$ cat src/rtl/sram_port_arbiter_if.sv
// Requester and SRAM-side signal bundle for sram_port_arbiter.
// slave = arbiter view, master = requester/SRAM environment view.
interface sram_port_arbiter_if #(
  parameter int unsigned ADDR_W = 12,
  parameter int unsigned DATA_W = 24
);
  logic              wr_req_i;
  logic [ADDR_W-1:0] wr_addr_i;
  logic [DATA_W-1:0] wr_data_i;
  logic              wr_gnt_o;
  logic              rd_req_i;
  logic [ADDR_W-1:0] rd_addr_i;
  logic              rd_gnt_o;
  logic              rd_rvalid_o;
  logic [DATA_W-1:0] rd_rdata_o;
  logic              sram_wr_en_o;
  logic              sram_rd_en_o;
  logic [ADDR_W-1:0] sram_addr_o;
  logic [DATA_W-1:0] sram_wdata_o;
  logic [DATA_W-1:0] sram_rdata_i;

  modport slave (
    input  wr_req_i, wr_addr_i, wr_data_i, rd_req_i, rd_addr_i, sram_rdata_i,
    output wr_gnt_o, rd_gnt_o, rd_rvalid_o, rd_rdata_o,
           sram_wr_en_o, sram_rd_en_o, sram_addr_o, sram_wdata_o
  );

  modport master (
    output wr_req_i, wr_addr_i, wr_data_i, rd_req_i, rd_addr_i, sram_rdata_i,
    input  wr_gnt_o, rd_gnt_o, rd_rvalid_o, rd_rdata_o,
           sram_wr_en_o, sram_rd_en_o, sram_addr_o, sram_wdata_o
  );
endinterface

$ cat src/rtl/sram_port_arbiter.sv
// Write-priority arbiter for the single-port survivor SRAM with a bounded read starvation limit.
// Optional statistics counters are compiled in with `define SRAM_ARB_STATS_EN.
module sram_port_arbiter #(
  parameter int unsigned ADDR_W       = 12,
  parameter int unsigned DATA_W       = 24,
  parameter int unsigned WR_BURST_MAX = 4,
  parameter int unsigned BURST_W      = 3,
  parameter int unsigned CNT_W        = 16
) (
  input  logic             clk_i,
  input  logic             rst_i,
  input  logic             hold_i,
  sram_port_arbiter_if.slave bus,
  input  logic             stat_clr_i,
  output logic [CNT_W-1:0] stat_wr_o,
  output logic [CNT_W-1:0] stat_rd_o,
  output logic [CNT_W-1:0] stat_stall_o
);

  typedef enum logic {WR_PRI, RD_PRI} pri_e;

  logic [BURST_W-1:0] burst_cnt_q, burst_cnt_d;
  logic               rd_rvalid_q, rd_rvalid_d;
  pri_e               pri;
  logic               wr_gnt, rd_gnt;

  // Priority flips to the reader once WR_BURST_MAX writes have jumped a waiting read
  always_comb begin
    wr_gnt      = 1'b0;
    rd_gnt      = 1'b0;
    burst_cnt_d = burst_cnt_q;
    pri         = (burst_cnt_q == BURST_W'(WR_BURST_MAX)) ? RD_PRI : WR_PRI;
    if (!rst_i && !hold_i) begin
      if (pri == RD_PRI) begin
        rd_gnt = bus.rd_req_i;
        wr_gnt = bus.wr_req_i & ~bus.rd_req_i;
      end else begin
        wr_gnt = bus.wr_req_i;
        rd_gnt = bus.rd_req_i & ~bus.wr_req_i;
      end
      if (rd_gnt || !bus.rd_req_i) begin
        burst_cnt_d = '0;
      end else if (wr_gnt) begin
        burst_cnt_d = burst_cnt_q + BURST_W'(1);
      end
    end
    rd_rvalid_d = rd_gnt;
  end

  always_ff @(posedge clk_i) begin
    if (rst_i) begin
      burst_cnt_q <= '0;
      rd_rvalid_q <= 1'b0;
    end else begin
      burst_cnt_q <= burst_cnt_d;
      rd_rvalid_q <= rd_rvalid_d;
    end
  end

  assign bus.wr_gnt_o     = wr_gnt;
  assign bus.rd_gnt_o     = rd_gnt;
  assign bus.sram_wr_en_o = wr_gnt;
  assign bus.sram_rd_en_o = rd_gnt;
  assign bus.sram_addr_o  = wr_gnt ? bus.wr_addr_i : bus.rd_addr_i;
  assign bus.sram_wdata_o = bus.wr_data_i;
  assign bus.rd_rvalid_o  = rd_rvalid_q;
  assign bus.rd_rdata_o   = bus.sram_rdata_i;

`ifdef SRAM_ARB_STATS_EN
  localparam logic [CNT_W-1:0] CNT_MAX = '1;

  logic [CNT_W-1:0] stat_wr_q, stat_wr_d;
  logic [CNT_W-1:0] stat_rd_q, stat_rd_d;
  logic [CNT_W-1:0] stat_stall_q, stat_stall_d;

  // Saturating event counters; clear beats a same-cycle increment
  always_comb begin
    stat_wr_d    = stat_wr_q;
    stat_rd_d    = stat_rd_q;
    stat_stall_d = stat_stall_q;
    if (stat_clr_i) begin
      stat_wr_d    = '0;
      stat_rd_d    = '0;
      stat_stall_d = '0;
    end else begin
      if (wr_gnt && stat_wr_q != CNT_MAX) stat_wr_d = stat_wr_q + CNT_W'(1);
      if (rd_gnt && stat_rd_q != CNT_MAX) stat_rd_d = stat_rd_q + CNT_W'(1);
      if (bus.rd_req_i && !rd_gnt && stat_stall_q != CNT_MAX)
        stat_stall_d = stat_stall_q + CNT_W'(1);
    end
  end

  always_ff @(posedge clk_i) begin
    if (rst_i) begin
      stat_wr_q    <= '0;
      stat_rd_q    <= '0;
      stat_stall_q <= '0;
    end else begin
      stat_wr_q    <= stat_wr_d;
      stat_rd_q    <= stat_rd_d;
      stat_stall_q <= stat_stall_d;
    end
  end

  assign stat_wr_o    = stat_wr_q;
  assign stat_rd_o    = stat_rd_q;
  assign stat_stall_o = stat_stall_q;
`else
  logic unused_stat_clr;
  assign unused_stat_clr = stat_clr_i;
  assign stat_wr_o       = '0;
  assign stat_rd_o       = '0;
  assign stat_stall_o    = '0;
`endif

endmodule

$ cat src/flat_wrapper.sv
// flat-port wrapper written by rule: the top's interface ports become plain ports
module sram_port_arbiter_flat 
#(
  parameter int unsigned ADDR_W       = 12,
  parameter int unsigned DATA_W       = 24,
  parameter int unsigned WR_BURST_MAX = 4,
  parameter int unsigned BURST_W      = 3,
  parameter int unsigned CNT_W        = 16
)
  (clk_i, rst_i, hold_i, stat_clr_i, stat_wr_o, stat_rd_o, stat_stall_o, bus_wr_req_i, bus_wr_addr_i, bus_wr_data_i, bus_rd_req_i, bus_rd_addr_i, bus_sram_rdata_i, bus_wr_gnt_o, bus_rd_gnt_o, bus_rd_rvalid_o, bus_rd_rdata_o, bus_sram_wr_en_o, bus_sram_rd_en_o, bus_sram_addr_o, bus_sram_wdata_o);
  sram_port_arbiter_if #(.ADDR_W(ADDR_W), .DATA_W(DATA_W)) bus_i ();
  input  logic clk_i;
  input  logic rst_i;
  input  logic hold_i;
  input  logic stat_clr_i;
  output logic [CNT_W-1:0] stat_wr_o;
  output logic [CNT_W-1:0] stat_rd_o;
  output logic [CNT_W-1:0] stat_stall_o;
  input wire logic [$bits(bus_i.wr_req_i)-1:0] bus_wr_req_i;
  input wire logic [$bits(bus_i.wr_addr_i)-1:0] bus_wr_addr_i;
  input wire logic [$bits(bus_i.wr_data_i)-1:0] bus_wr_data_i;
  input wire logic [$bits(bus_i.rd_req_i)-1:0] bus_rd_req_i;
  input wire logic [$bits(bus_i.rd_addr_i)-1:0] bus_rd_addr_i;
  input wire logic [$bits(bus_i.sram_rdata_i)-1:0] bus_sram_rdata_i;
  output wire logic [$bits(bus_i.wr_gnt_o)-1:0] bus_wr_gnt_o;
  output wire logic [$bits(bus_i.rd_gnt_o)-1:0] bus_rd_gnt_o;
  output wire logic [$bits(bus_i.rd_rvalid_o)-1:0] bus_rd_rvalid_o;
  output wire logic [$bits(bus_i.rd_rdata_o)-1:0] bus_rd_rdata_o;
  output wire logic [$bits(bus_i.sram_wr_en_o)-1:0] bus_sram_wr_en_o;
  output wire logic [$bits(bus_i.sram_rd_en_o)-1:0] bus_sram_rd_en_o;
  output wire logic [$bits(bus_i.sram_addr_o)-1:0] bus_sram_addr_o;
  output wire logic [$bits(bus_i.sram_wdata_o)-1:0] bus_sram_wdata_o;
  assign bus_i.wr_req_i = bus_wr_req_i;
  assign bus_i.wr_addr_i = bus_wr_addr_i;
  assign bus_i.wr_data_i = bus_wr_data_i;
  assign bus_i.rd_req_i = bus_rd_req_i;
  assign bus_i.rd_addr_i = bus_rd_addr_i;
  assign bus_i.sram_rdata_i = bus_sram_rdata_i;
  assign bus_wr_gnt_o = bus_i.wr_gnt_o;
  assign bus_rd_gnt_o = bus_i.rd_gnt_o;
  assign bus_rd_rvalid_o = bus_i.rd_rvalid_o;
  assign bus_rd_rdata_o = bus_i.rd_rdata_o;
  assign bus_sram_wr_en_o = bus_i.sram_wr_en_o;
  assign bus_sram_rd_en_o = bus_i.sram_rd_en_o;
  assign bus_sram_addr_o = bus_i.sram_addr_o;
  assign bus_sram_wdata_o = bus_i.sram_wdata_o;
  sram_port_arbiter #(.ADDR_W(ADDR_W), .DATA_W(DATA_W), .WR_BURST_MAX(WR_BURST_MAX), .BURST_W(BURST_W), .CNT_W(CNT_W)) u_core (.clk_i(clk_i), .rst_i(rst_i), .hold_i(hold_i), .bus(bus_i), .stat_clr_i(stat_clr_i), .stat_wr_o(stat_wr_o), .stat_rd_o(stat_rd_o), .stat_stall_o(stat_stall_o));
endmodule
$ cat config.mk
export PLATFORM = sky130hd
export DESIGN_NAME = sram_port_arbiter_flat
export DESIGN_NICKNAME = d
export VERILOG_FILES = /design/src/rtl/sram_port_arbiter_if.sv /design/src/rtl/sram_port_arbiter.sv /design/src/flat_wrapper.sv
export SDC_FILE = /design/constraint.sdc
export NUM_CORES = 1
export LEC_CHECK = 0
export ABC_AREA = 1
export CAP_MARGIN = 20
export CORE_MARGIN = 2
export CORE_UTILIZATION = 22
export CTS_BUF_LIST = sky130_fd_sc_hd__clkbuf_8
export CTS_CLUSTER_SIZE = 10
export DETAILED_ROUTE_END_ITERATION = 10
export PLACE_DENSITY = 0.91
export SLEW_MARGIN = 15
export SYNTH_ARGS = -nofsm -noshare
export SYNTH_HDL_FRONTEND = slang
export SYNTH_SLANG_ARGS = --single-unit
$ cat constraint.sdc
create_clock -name clk_i -period 1.7 [get_ports clk_i]
set_input_delay 0.34 -clock clk_i [delete_from_list [all_inputs] [get_ports clk_i]]
set_output_delay 0.34 -clock clk_i [all_outputs]
set_load 0.02 [all_outputs]
==> results.md, run 1 <==
* Async SR Flop Fraction at 0
* Clk network pwr share at 0.313
* Largest net degree at the start of global routing at 15
* Critical path buffers and inverters at 3
* Fin crit period at 1740 ps
* Post-route clock period utilization at 1.023
* Inserted Diodes at 0
* Layout Utilization at 0.2794
* CP Data Arrival Time at 1400 ps
* Delay-heaviest family, CP: buffers and inverters
* Max Freq at 574.7 MHz
* Cell count after synthesis at about 170
* Clock root buffer master: clkbuf_8
* RSZ-0062 raised after global routing: yes
* Post-layout instance area at between 1000 and 1500 µm²
* Ys flop type: dfxtp_1
* Commonest cells in the synthesized netlist: buf_4, nand2_1, inv_1
* Register area share after synthesis at 0.07033
* Failing checks: negative setup slack
* Vias in the first global route at ~820
* Setup crit start kind: flop
* Total CTS buffers at 3
* Post-DRT Antenna Nets at 0
* Setup TNS Final at -290.1 ps
* Cell internal pwr at 0.0003896 W
* Crit path from: u_core.burst_cnt_q[0]
* Critical Path Sink Type: output pin
* GR Overflow Total at 0
* Site Rows at 26
* Area Growth Syn to Fin at 23.74%
* Min-delay worst type: in2reg
* Max Root-Sink Buffers at 2
* Die width at roughly 76 µm
* Reg-to-reg startpoint: u_core.burst_cnt_q[0]
* Worst-path clk slew at about 30 ps
* Max-Cap Viols at 0
* CTS Hold Buffers Added at 0
* Drt via density at 3.526
* Top cell type's share of synthesized area at 0.6527
* Detailed Route WL at 2732 µm
* HP Start: rst_i
* Synthesized area per cell at 6.544 µm²
* Pleak at 0.7137 nW
* Total GRT Usage at 0.08735
* Hpwl dp at approximately 2100 µm
* Maximum vdd drop at roughly 150 µV
* Final Slew Violations at 0
* CP Cell Sequence: inv_2, ha_4, nand3_4, nand3_4, buf_8, nand2_2, nand2_2, buf_6
* Initial antenna violation count at 0
* Initial Util at 0.2258
* Sw frac at 0.4018
* Total die area at 5767 µm²
* Setup ws final at -39.91 ps
* RePlAce Congestion at 0.7183
* Layout cell share with drive strength beyond 1 at 0.3661
* Placed cell count at ~250
* Required time of the critical path at roughly 1400 ps
* Drt wl/cell at between 10 and 15 µm
* Count of input and output buffers at 45
* Total number of vias at roughly 890
* Clock Skew at between 2 and 2.5 ps
* Hold slack final at approximately 580 ps
* Core Box Area at 5042 µm²
* Initial DRT Pass Iterations at 2
* Sequential share of power at 0.149
* CTS sink cnt at 4
* Area leader, netlist: buf_4
* Placed inst area at about 1200 µm²
* DR iter-0 viols at 12
* CP peak stage delay at 330 ps
* Status: finished, violations left
* PwrDens at about 460 nW/µm²
* Post-route DRC violation count at 0
* Kind of critical path: reg2out
* Netlist cell types at 16
* Worst-Skew Late Latency at about 220 ps
* Slowest cell on crit path: dfxtp_2
* Synthesis warning total at 0
* Top-count cell post-synth: buf_4
* First-pass GRT wire length at 3988 µm
* Die Y at 75.94 µm
* Fin cells at 253
* Number of synthesized register bits at 4
* CP max FO at 6
* EDFF count, synth at 0
* Net Sw Power at between 0.0002 and 0.0003 W
* CTS tree: yes
* Final #Nets at 265
* Largest cells by area after synthesis: buf_4, nand2_1, dfxtp_1
* Combinational share of power at 0.538
* Final setup fails at 12
* Syn Std Cell Area at 1139 µm²
* Filler cells at 558
* # IOs at 191
* Final hold vios at 0
* H-tree depth at 1
-- power by group through the flow --
stage / clock network, W / logic [W] / registers [W]
after global routing: 0.000214 / 0.000370 / 0.0000972
after global placement: 0 / 0.000301 / 0.0000979
after CTS: 0.000211 / 0.000343 / 0.0000970
final: 0.000204 / 0.000351 / 0.0000972
after detailed placement: 0 / 0.000305 / 0.0000981
after floorplan: 0 / 0.000418 / 0.0000987
-- what timing repair did --
action	in CTS	in global routing
buffers inserted	1	1
setup endpoints to repair	16	14
gates resized for setup	133	6
pin swaps	18	2
gates cloned	1	0
-- layer usage --
layer | global-route usage | wire [µm]
met2 | 0.1411 | 1292
met3 | 0.05476 | 467
met5 | 0 | 0
met4 | 0.07818 | 189
met1 | 0.07426 | 782
-- cell type report --
| cell class | instances | area (µm²) | area share |
|---|---|---|---|
| inverter | 9 | 41.29 | 0.02931 |
| clock buffer | 3 | 41.29 | 0.02931 |
| sequential | 4 | 82.58 | 0.05861 |
| multi-input combinational | 108 | 580.6 | 0.4121 |
| timing repair buffer | 59 | 575.6 | 0.4085 |
| tap | 70 | 87.58 | 0.06217 |
-- registers in the layout (all words and copies together) (netlist names) --
name,count
u_core.bus.rd_rvalid_o,1
u_core.burst_cnt_q,3
-- placed cells by master (no fill, tap or decap), drive strengths merged --
master / count
conb: 48
nand2: 42
buf: 30
clkdlybuf4s50: 25
inv: 9
nor2: 5
nand3: 5
dlygate4sd2: 4
dfxtp: 4
clkbuf: 3
a21oi: 2
nor3: 2
ha: 2
a21boi: 1
o21ai: 1
-- worst min-delay path: stages --
cell and delay (ps):
dlygate4sd2_1 260, buf_4 130, nor2_1 30
-- cells by family after synthesis --
logic type,synth area share
adder cells (fa/ha/maj),0.02197
flip-flops,0.07033
other,0.003294
AO/OA/AOI/OAI,0.01978
buffers and inverters,0.6923
AND/OR/NAND/NOR,0.1923
-- final timing paths --
kind / endpoint / slack [ps] / depth (start not counted)
max: bus_sram_addr_o[1] / -40 / 8
min: u_core.burst_cnt_q[1] / 580 / 3
max reg2reg: u_core.burst_cnt_q[0] / 580 / 6
min reg2reg: u_core.burst_cnt_q[0] / 590 / 3
-- stage by stage --
stage / setup WS [ps] / power, W
5_1_grt: -91.24 / 0.0006814
6_report: -39.91 / 0.0006514
3_5_place_dp: -685.7 / 0.0004034
4_1_cts: -51.89 / 0.0006512
3_3_place_gp: -664.4 / 0.0003990
2_1_floorplan: 157.0 / 0.0005169
(Power assumes the default switching activity.)
==> inputs of run 2 (changes only) <==
--- a/config.mk
+++ b/config.mk
@@ -6,13 +6,12 @@
 export NUM_CORES = 1
 export LEC_CHECK = 0
 export ABC_AREA = 1
-export CAP_MARGIN = 20
-export CORE_MARGIN = 2
-export CORE_UTILIZATION = 22
+export CORE_AREA = 2 2 74 76
 export CTS_BUF_LIST = sky130_fd_sc_hd__clkbuf_8
 export CTS_CLUSTER_SIZE = 10
 export DETAILED_ROUTE_END_ITERATION = 10
-export PLACE_DENSITY = 0.91
+export DIE_AREA = 0 0 76 78
+export PLACE_DENSITY = 0.92
 export SLEW_MARGIN = 15
 export SYNTH_ARGS = -nofsm -noshare
 export SYNTH_HDL_FRONTEND = slang
==> constraint.sdc (replaced) <==
create_clock -name clk_i -period 2.3 [get_ports clk_i]
set_input_delay 0.46 -clock clk_i [delete_from_list [all_inputs] [get_ports clk_i]]
set_output_delay 0.46 -clock clk_i [all_outputs]
set_load 0.02 [all_outputs]
==> results.md, run 2 (same netlist as run 1, synthesis figures left out) <==
* Drt wl/cell at 9.146 µm (-15%)
* Total die area at 5928 µm² (+2.8%)
* Met3 wire length at 434 µm (-7.1%)
* Filler cells at 584 (+4.7%)
* Area Growth Syn to Fin at 2.198%
* Largest net degree at the start of global routing at 15 (unchanged)
* Core Box Area at 5042 µm² (unchanged)
* CP Data Arrival Time at 1760 ps (+360 ps)
* H-tree depth at 1 (unchanged)
* Max FFs per register at 3 (unchanged)
* Clock root buffer master: clkbuf_8
* CTS tree: yes
* Required time of the critical path at 1840 ps (+480 ps)
* Area of the multi-input gates at 451.7 µm² (-22%)
* First-pass GRT wire length at 3029 µm (-24%)
* Met1 WL at 707 µm (-9.6%)
* Reg with most FFs: u_core.burst_cnt_q
* DR iter-0 viols at 16 (+4)
* CP max FO at 12 (+6)
* Total CTS buffers at 3 (unchanged)
* Hpwl dp at 1881 µm (-11%)
* Site Rows at 26 (unchanged)
* Setup crit start kind: input pin
* Inserted Diodes at 0 (unchanged)
* Drt via density at 3.402 (-3.5%)
* Clock Skew at 2.687 ps (+0.4686 ps)
* RePlAce Congestion at 0.6139 (-15%)
* # IOs at 191 (unchanged)
* Layout cell share with drive strength beyond 1 at 0.1477 (-0.2184)
* Critical Path Sink Type: output pin
* Post-layout instance area at 1164 µm² (-17%)
* PwrDens at 366.5 nW/µm² (-21%)
* Hold slack final at 506.5 ps (-75.09 ps)
* Max Used Layer: met4
* Met2 wire len at 988 µm (-24%)
* Setup TNS Final at 0 ps (+290.1 ps)
* Final #Nets at 258 (-2.6%)
* Detailed Route WL at 2250 µm (-18%)
* CTS sink cnt at 4 (unchanged)
* Post-route DRC violation count at 0 (unchanged)
* Pleak at 0.6327 nW (-11%)
* Worst-path clk slew at 30 ps (about the same)
* Kind of critical path: in2out
* Min-delay worst type: reg2reg
* Final setup fails at 0 (-12)
* Maximum vdd drop at 376.8 µV (+150%)
* Worst-Skew Late Latency at 210 ps (about the same)
* Fin crit period at 2222 ps
* Die Y at 78 µm (+2.7%)
* Status: complete, no violations
* GR Overflow Total at 0 (unchanged)
* Post-DRT Antenna Nets at 0 (unchanged)
* Final Slew Violations at 0 (unchanged)
* Max-Cap Viols at 0 (unchanged)
* Placed inst area at 1151 µm² (-3.0%)
* Total GRT Usage at 0.06403 (-0.02331)
* Total number of vias at 837 (-6.2%)
* Initial Util at 0.2258 (unchanged)
* Final hold vios at 0 (unchanged)
* Vias in the first global route at 650 (-21%)
* RSZ-0062 raised after global routing: no
* Commonest non-fill, non-tap cell in the layout: conb_1
* Count of input and output buffers at 45 (unchanged)
* Register area at 80.08 µm² (-3.0%)
* Post-route clock period utilization at 0.9662
* Max Root-Sink Buffers at 2 (unchanged)
* Power Total at 0.0004264 W (-35%)
* Initial DRT Pass Iterations at 4 (+2)
* Die width at 76 µm (about the same)
* Max Freq at about 450 MHz
* Initial antenna violation count at 0 (unchanged)
* Commonest non-fill, non-tap cells in the layout: conb_1, nand2_1, clkdlybuf4s50_1
## run 2: cell types whose count changed in the layout (fill, tap and decap cells not counted), sizes merged
cell / previous run / this run
dlygate4sd1: 0 / 1
clkinv: 0 / 1
clkdlybuf4s15: 0 / 3
clkbuf: 3 / 5
inv: 9 / 8
dlygate4sd2: 4 / 3
buf: 30 / 14
clkdlybuf4s50: 25 / 29
## run 2: final timing paths
check / startpoint / cells past startpoint / endpoint / slack [ps]
max: hold_i / 7 / bus_sram_addr_o[7] / 80
min: u_core.burst_cnt_q[0] / 2 / u_core.burst_cnt_q[0] / 510
max reg2reg: u_core.burst_cnt_q[0] / 6 / u_core.burst_cnt_q[0] / 1100
min reg2reg: u_core.burst_cnt_q[0] / 2 / u_core.burst_cnt_q[0] / 510
## run 2: repair_timing
item / CTS / global route
pin swaps: 0 / 1
endpoints found under the hold margin: 0 / 0
resized for setup: 39 / 16
setup endpoints to repair: 16 / 14
buffers inserted: 0 / 0
hold buffers: 0 / 0
## run 2: final cells by class
| class | count | area share |
|---|---|---|
| repair buffers | 52 | 0.3989 |
| multi-input cells | 108 | 0.3882 |
| inverters | 9 | 0.03333 |
| well taps | 70 | 0.07527 |
| clock buffers | 3 | 0.03548 |
| flip-flops and latches | 4 | 0.06882 |
## run 2: metal layers
metal	GRT usage	vias to the layer above
met5	0	-
met4	0.04545	0
met3	0.05116	20
met2	0.1018	79
met1	0.05432	357
li1	-	381
## run 2: power by group
part | internal [W] | switching (W) | leakage [nW]
registers | 0.0000711 | 0.000000418 | 0.0324
clock network | 0.000111 | 0.0000324 | 0.0216
logic | 0.0000769 | 0.000134 | 0.579
## run 2: critical path: stages
cell	delay, ps
clkdlybuf4s50_1	430
nor2_2	180
nand3_2	150
buf_8	180
nand2_1	60
nand2_1	50
clkdlybuf4s15_2	240
## run 2: stage by stage
| step | setup WS (ps) | util | std cells |
|---|---|---|---|
| 2_1_floorplan | 367.1 | - | 221 |
| 3_3_place_gp | -306.9 | 0.2283 | 243 |
| 3_5_place_dp | -353.1 | 0.2283 | 243 |
| 4_1_cts | 1.102 | 0.2385 | 246 |
| 5_1_grt | 3.161 | 0.2308 | 246 |
| 6_report | 77.71 | 0.2308 | 246 |
==> inputs of run 3 (changes only) <==
--- a/config.mk
+++ b/config.mk
@@ -6,12 +6,12 @@
 export NUM_CORES = 1
 export LEC_CHECK = 0
 export ABC_AREA = 1
-export CORE_AREA = 2 2 74 76
+export CORE_MARGIN = 2
+export CORE_UTILIZATION = 22
 export CTS_BUF_LIST = sky130_fd_sc_hd__clkbuf_8
 export CTS_CLUSTER_SIZE = 10
 export DETAILED_ROUTE_END_ITERATION = 10
-export DIE_AREA = 0 0 76 78
-export PLACE_DENSITY = 0.92
+export PLACE_DENSITY = 0.91
 export SLEW_MARGIN = 15
 export SYNTH_ARGS = -nofsm -noshare
 export SYNTH_HDL_FRONTEND = slang
==> constraint.sdc (replaced) <==
create_clock -name clk_i -period 2.35 [get_ports clk_i]
set_input_delay 0.47 -clock clk_i [delete_from_list [all_inputs] [get_ports clk_i]]
set_output_delay 0.47 -clock clk_i [all_outputs]
set_load 0.02 [all_outputs]
==> results.md, run 3 (same netlist as run 1, synthesis figures left out) <==
* Status: complete, no violations
* RePlAce Congestion at 0.7450 (+21%)
* Clock Skew at 2.730 ps (+0.04327 ps)
* Final setup fails at 0 (unchanged)
* Commonest non-fill, non-tap cells in the layout: conb_1, nand2_1, clkdlybuf4s50_1
* CP max FO at 12 (unchanged)
* Sequential share of power at 0.165 (-0.003)
* Worst-path clk slew at 30 ps (about the same)
* Fin crit period at 2260 ps
* Fin cells at 245 (-0.41%)
* # IOs at 191 (unchanged)
* GR Overflow Total at 0 (unchanged)
* Vias in the first global route at 765 (+18%)
* Required time of the critical path at 1880 ps (+40 ps)
* Pleak at 0.6350 nW (+0.37%)
* Count of input and output buffers at 45 (unchanged)
* Critical Path Sink Type: output pin
* CTS tree: yes
* Maximum vdd drop at 137.8 µV (-63%)
* Final hold vios at 0 (unchanged)
* Area Growth Syn to Fin at 3.407%
* Detailed Route WL at 2360 µm (+4.9%)
* Post-DRT Antenna Nets at 0 (unchanged)
* Inserted Diodes at 0 (unchanged)
* Max-Cap Viols at 0 (unchanged)
* Die Y at 75.94 µm (-2.6%)
* Reg with most FFs: u_core.burst_cnt_q
* Initial DRT Pass Iterations at 3 (-1)
* Layout Utilization at 0.2335 (+0.002730)
* Hpwl dp at 1992 µm (+5.9%)
* CP Cell Sequence: clkdlybuf4s50_1, nand3_1, nand3_2, buf_6, nand2_1, nand2_1, clkdlybuf4s15_1
* Worst-Skew Late Latency at 220 ps (about the same)
* Initial Util at 0.2258 (unchanged)
* Slowest cell on crit path: clkdlybuf4s50_1
* R2r endpoint: u_core.burst_cnt_q[0]
* Delay-heaviest family, CP: buffers and inverters
* Layout cell share with drive strength beyond 1 at 0.1029 (-0.04487)
* CP peak stage delay at 490 ps (+60 ps)
* Min-delay worst type: reg2reg
* Setup ws final at 90.30 ps (+12.59 ps)
* HP Start: u_core.burst_cnt_q[0]
* Reg-to-reg startpoint: u_core.burst_cnt_q[0]
* Most numerous cell on the critical path: nand2_1
* Critical path buffers and inverters at 3 (unchanged)
* Max Freq at 442.5 MHz
* Setup crit start kind: input pin
* Net Sw Power at 0.0001698 W (+1.5%)
* Max Root-Sink Buffers at 2 (unchanged)
* H-tree depth at 1 (unchanged)
* Final #Nets at 257 (-0.39%)
* Kind of critical path: in2out
* Total GRT Usage at 0.07867 (+0.01464)
* Post-route DRC violation count at 0 (unchanged)
* Combinational share of power at 0.488 (-0.008)
* Clk network pwr share at 0.347 (+0.010)
* Max FFs per register at 3 (unchanged)
* Post-route clock period utilization at 0.9616
* Filler cells at 564 (-3.4%)
* Min-Delay Endpoint: u_core.burst_cnt_q[0]
* First-pass GRT wire length at 3629 µm (+20%)
* CTS Hold Buffers Added at 0 (unchanged)
* Total die area at 5767 µm² (-2.7%)
* CTS sink cnt at 4 (unchanged)
* Commonest non-fill, non-tap cell in the layout: conb_1
* Largest net degree at the start of global routing at 15 (unchanged)
* Post-CTS setup buffer count at 0 (unchanged)
* Clock root buffer master: clkbuf_8
* Site Rows at 26 (unchanged)
* R2R cell count at 6 (unchanged)
* Initial antenna violation count at 0 (unchanged)
* Placed cell count at 242 (-0.41%)
* Drt wl/cell at 9.633 µm (+5.3%)
* Final Slew Violations at 0 (unchanged)
* DR iter-0 viols at 10 (-6)
* PwrDens at 360.8 nW/µm² (-1.6%)
* Sw frac at 0.3998 (+0.007632)
* Total CTS buffers at 3 (unchanged)
* Place WS at -329.2 ps (+23.86 ps)
* Cell internal pwr at 0.0002549 W (-1.6%)
* Reg2reg setup slack at 1110 ps (about the same)
* Die width at 75.94 µm (about the same)
* CP Data Arrival Time at 1790 ps (+30 ps)
* Total number of vias at 829 (-0.96%)
* Core Box Area at 5042 µm² (unchanged)
* Min-Delay Path Depth at 2 (unchanged)
* Drt via density at 3.384 (-0.55%)
-- run 3: per-layer routing --
metal | part of all wire | global-route usage
met1 | 0.29 | 0.06720
met2 | 0.44 | 0.1241
met3 | 0.18 | 0.03810
met4 | 0.092 | 0.09273
met5 | 0 | 0
-- run 3: worst min-delay path: cells and delay by family, from the launching register on --
family,cells,cell delay [ps]
DFF,1,300
buffers and inverters,1,90
AOI/OAI and AO/OA,1,70
-- run 3: what timing repair did --
item / in CTS / in global routing
endpoints found under the setup margin: 16 / 14
cloned: 0 / 0
gates resized for setup: 18 / 23
pin swaps: 1 / 1
-- run 3: through the flow --
step	total power [W]	hold slack [ps]	instance area (µm²)	setup TNS, ps
after global routing	0.0004518	564.6	1177	-18.68
after global placement	0.0002842	490.3	1144	-4321
after detailed placement	0.0002869	506.2	1144	-4808
after CTS	0.0004239	510.9	1171	0
after floorplan	0.0003733	471.9	1315	0
final	0.0004248	514.5	1177	0
-- run 3: worst max path at each step --
stage                      start             endpoint  slack, ps  depth (start not counted)
finish              bus_rd_req_i  bus_sram_addr_o[11]         90                          7
CTS                       hold_i   bus_sram_addr_o[7]         20                          7
global route              hold_i   bus_sram_addr_o[3]        -10                          7
detailed placement         rst_i   bus_sram_addr_o[9]       -330                          7
global placement           rst_i   bus_sram_addr_o[4]       -300                          7
floorplan                  rst_i     bus_sram_rd_en_o        400                          4
-- run 3: final cells by class --
cell class              instances  area [µm²]  share of cell area
repair buffers                 51       473.0              0.4017
clock buffers                   3       41.29             0.03507
inverters                       9       38.79             0.03294
well taps                      70       87.58             0.07439
multi-input cells             108       456.7              0.3879
flip-flops and latches          4       80.08             0.06801
-- run 3: power by group through the flow --
stage                     registers [W]  clock network [W]  logic (W)
after global routing          0.0000700           0.000158   0.000224
after detailed placement      0.0000709                  0   0.000216
final                         0.0000700           0.000148   0.000207
after CTS                     0.0000700           0.000150   0.000204
after floorplan               0.0000714                  0   0.000302
after global placement        0.0000708                  0   0.000213
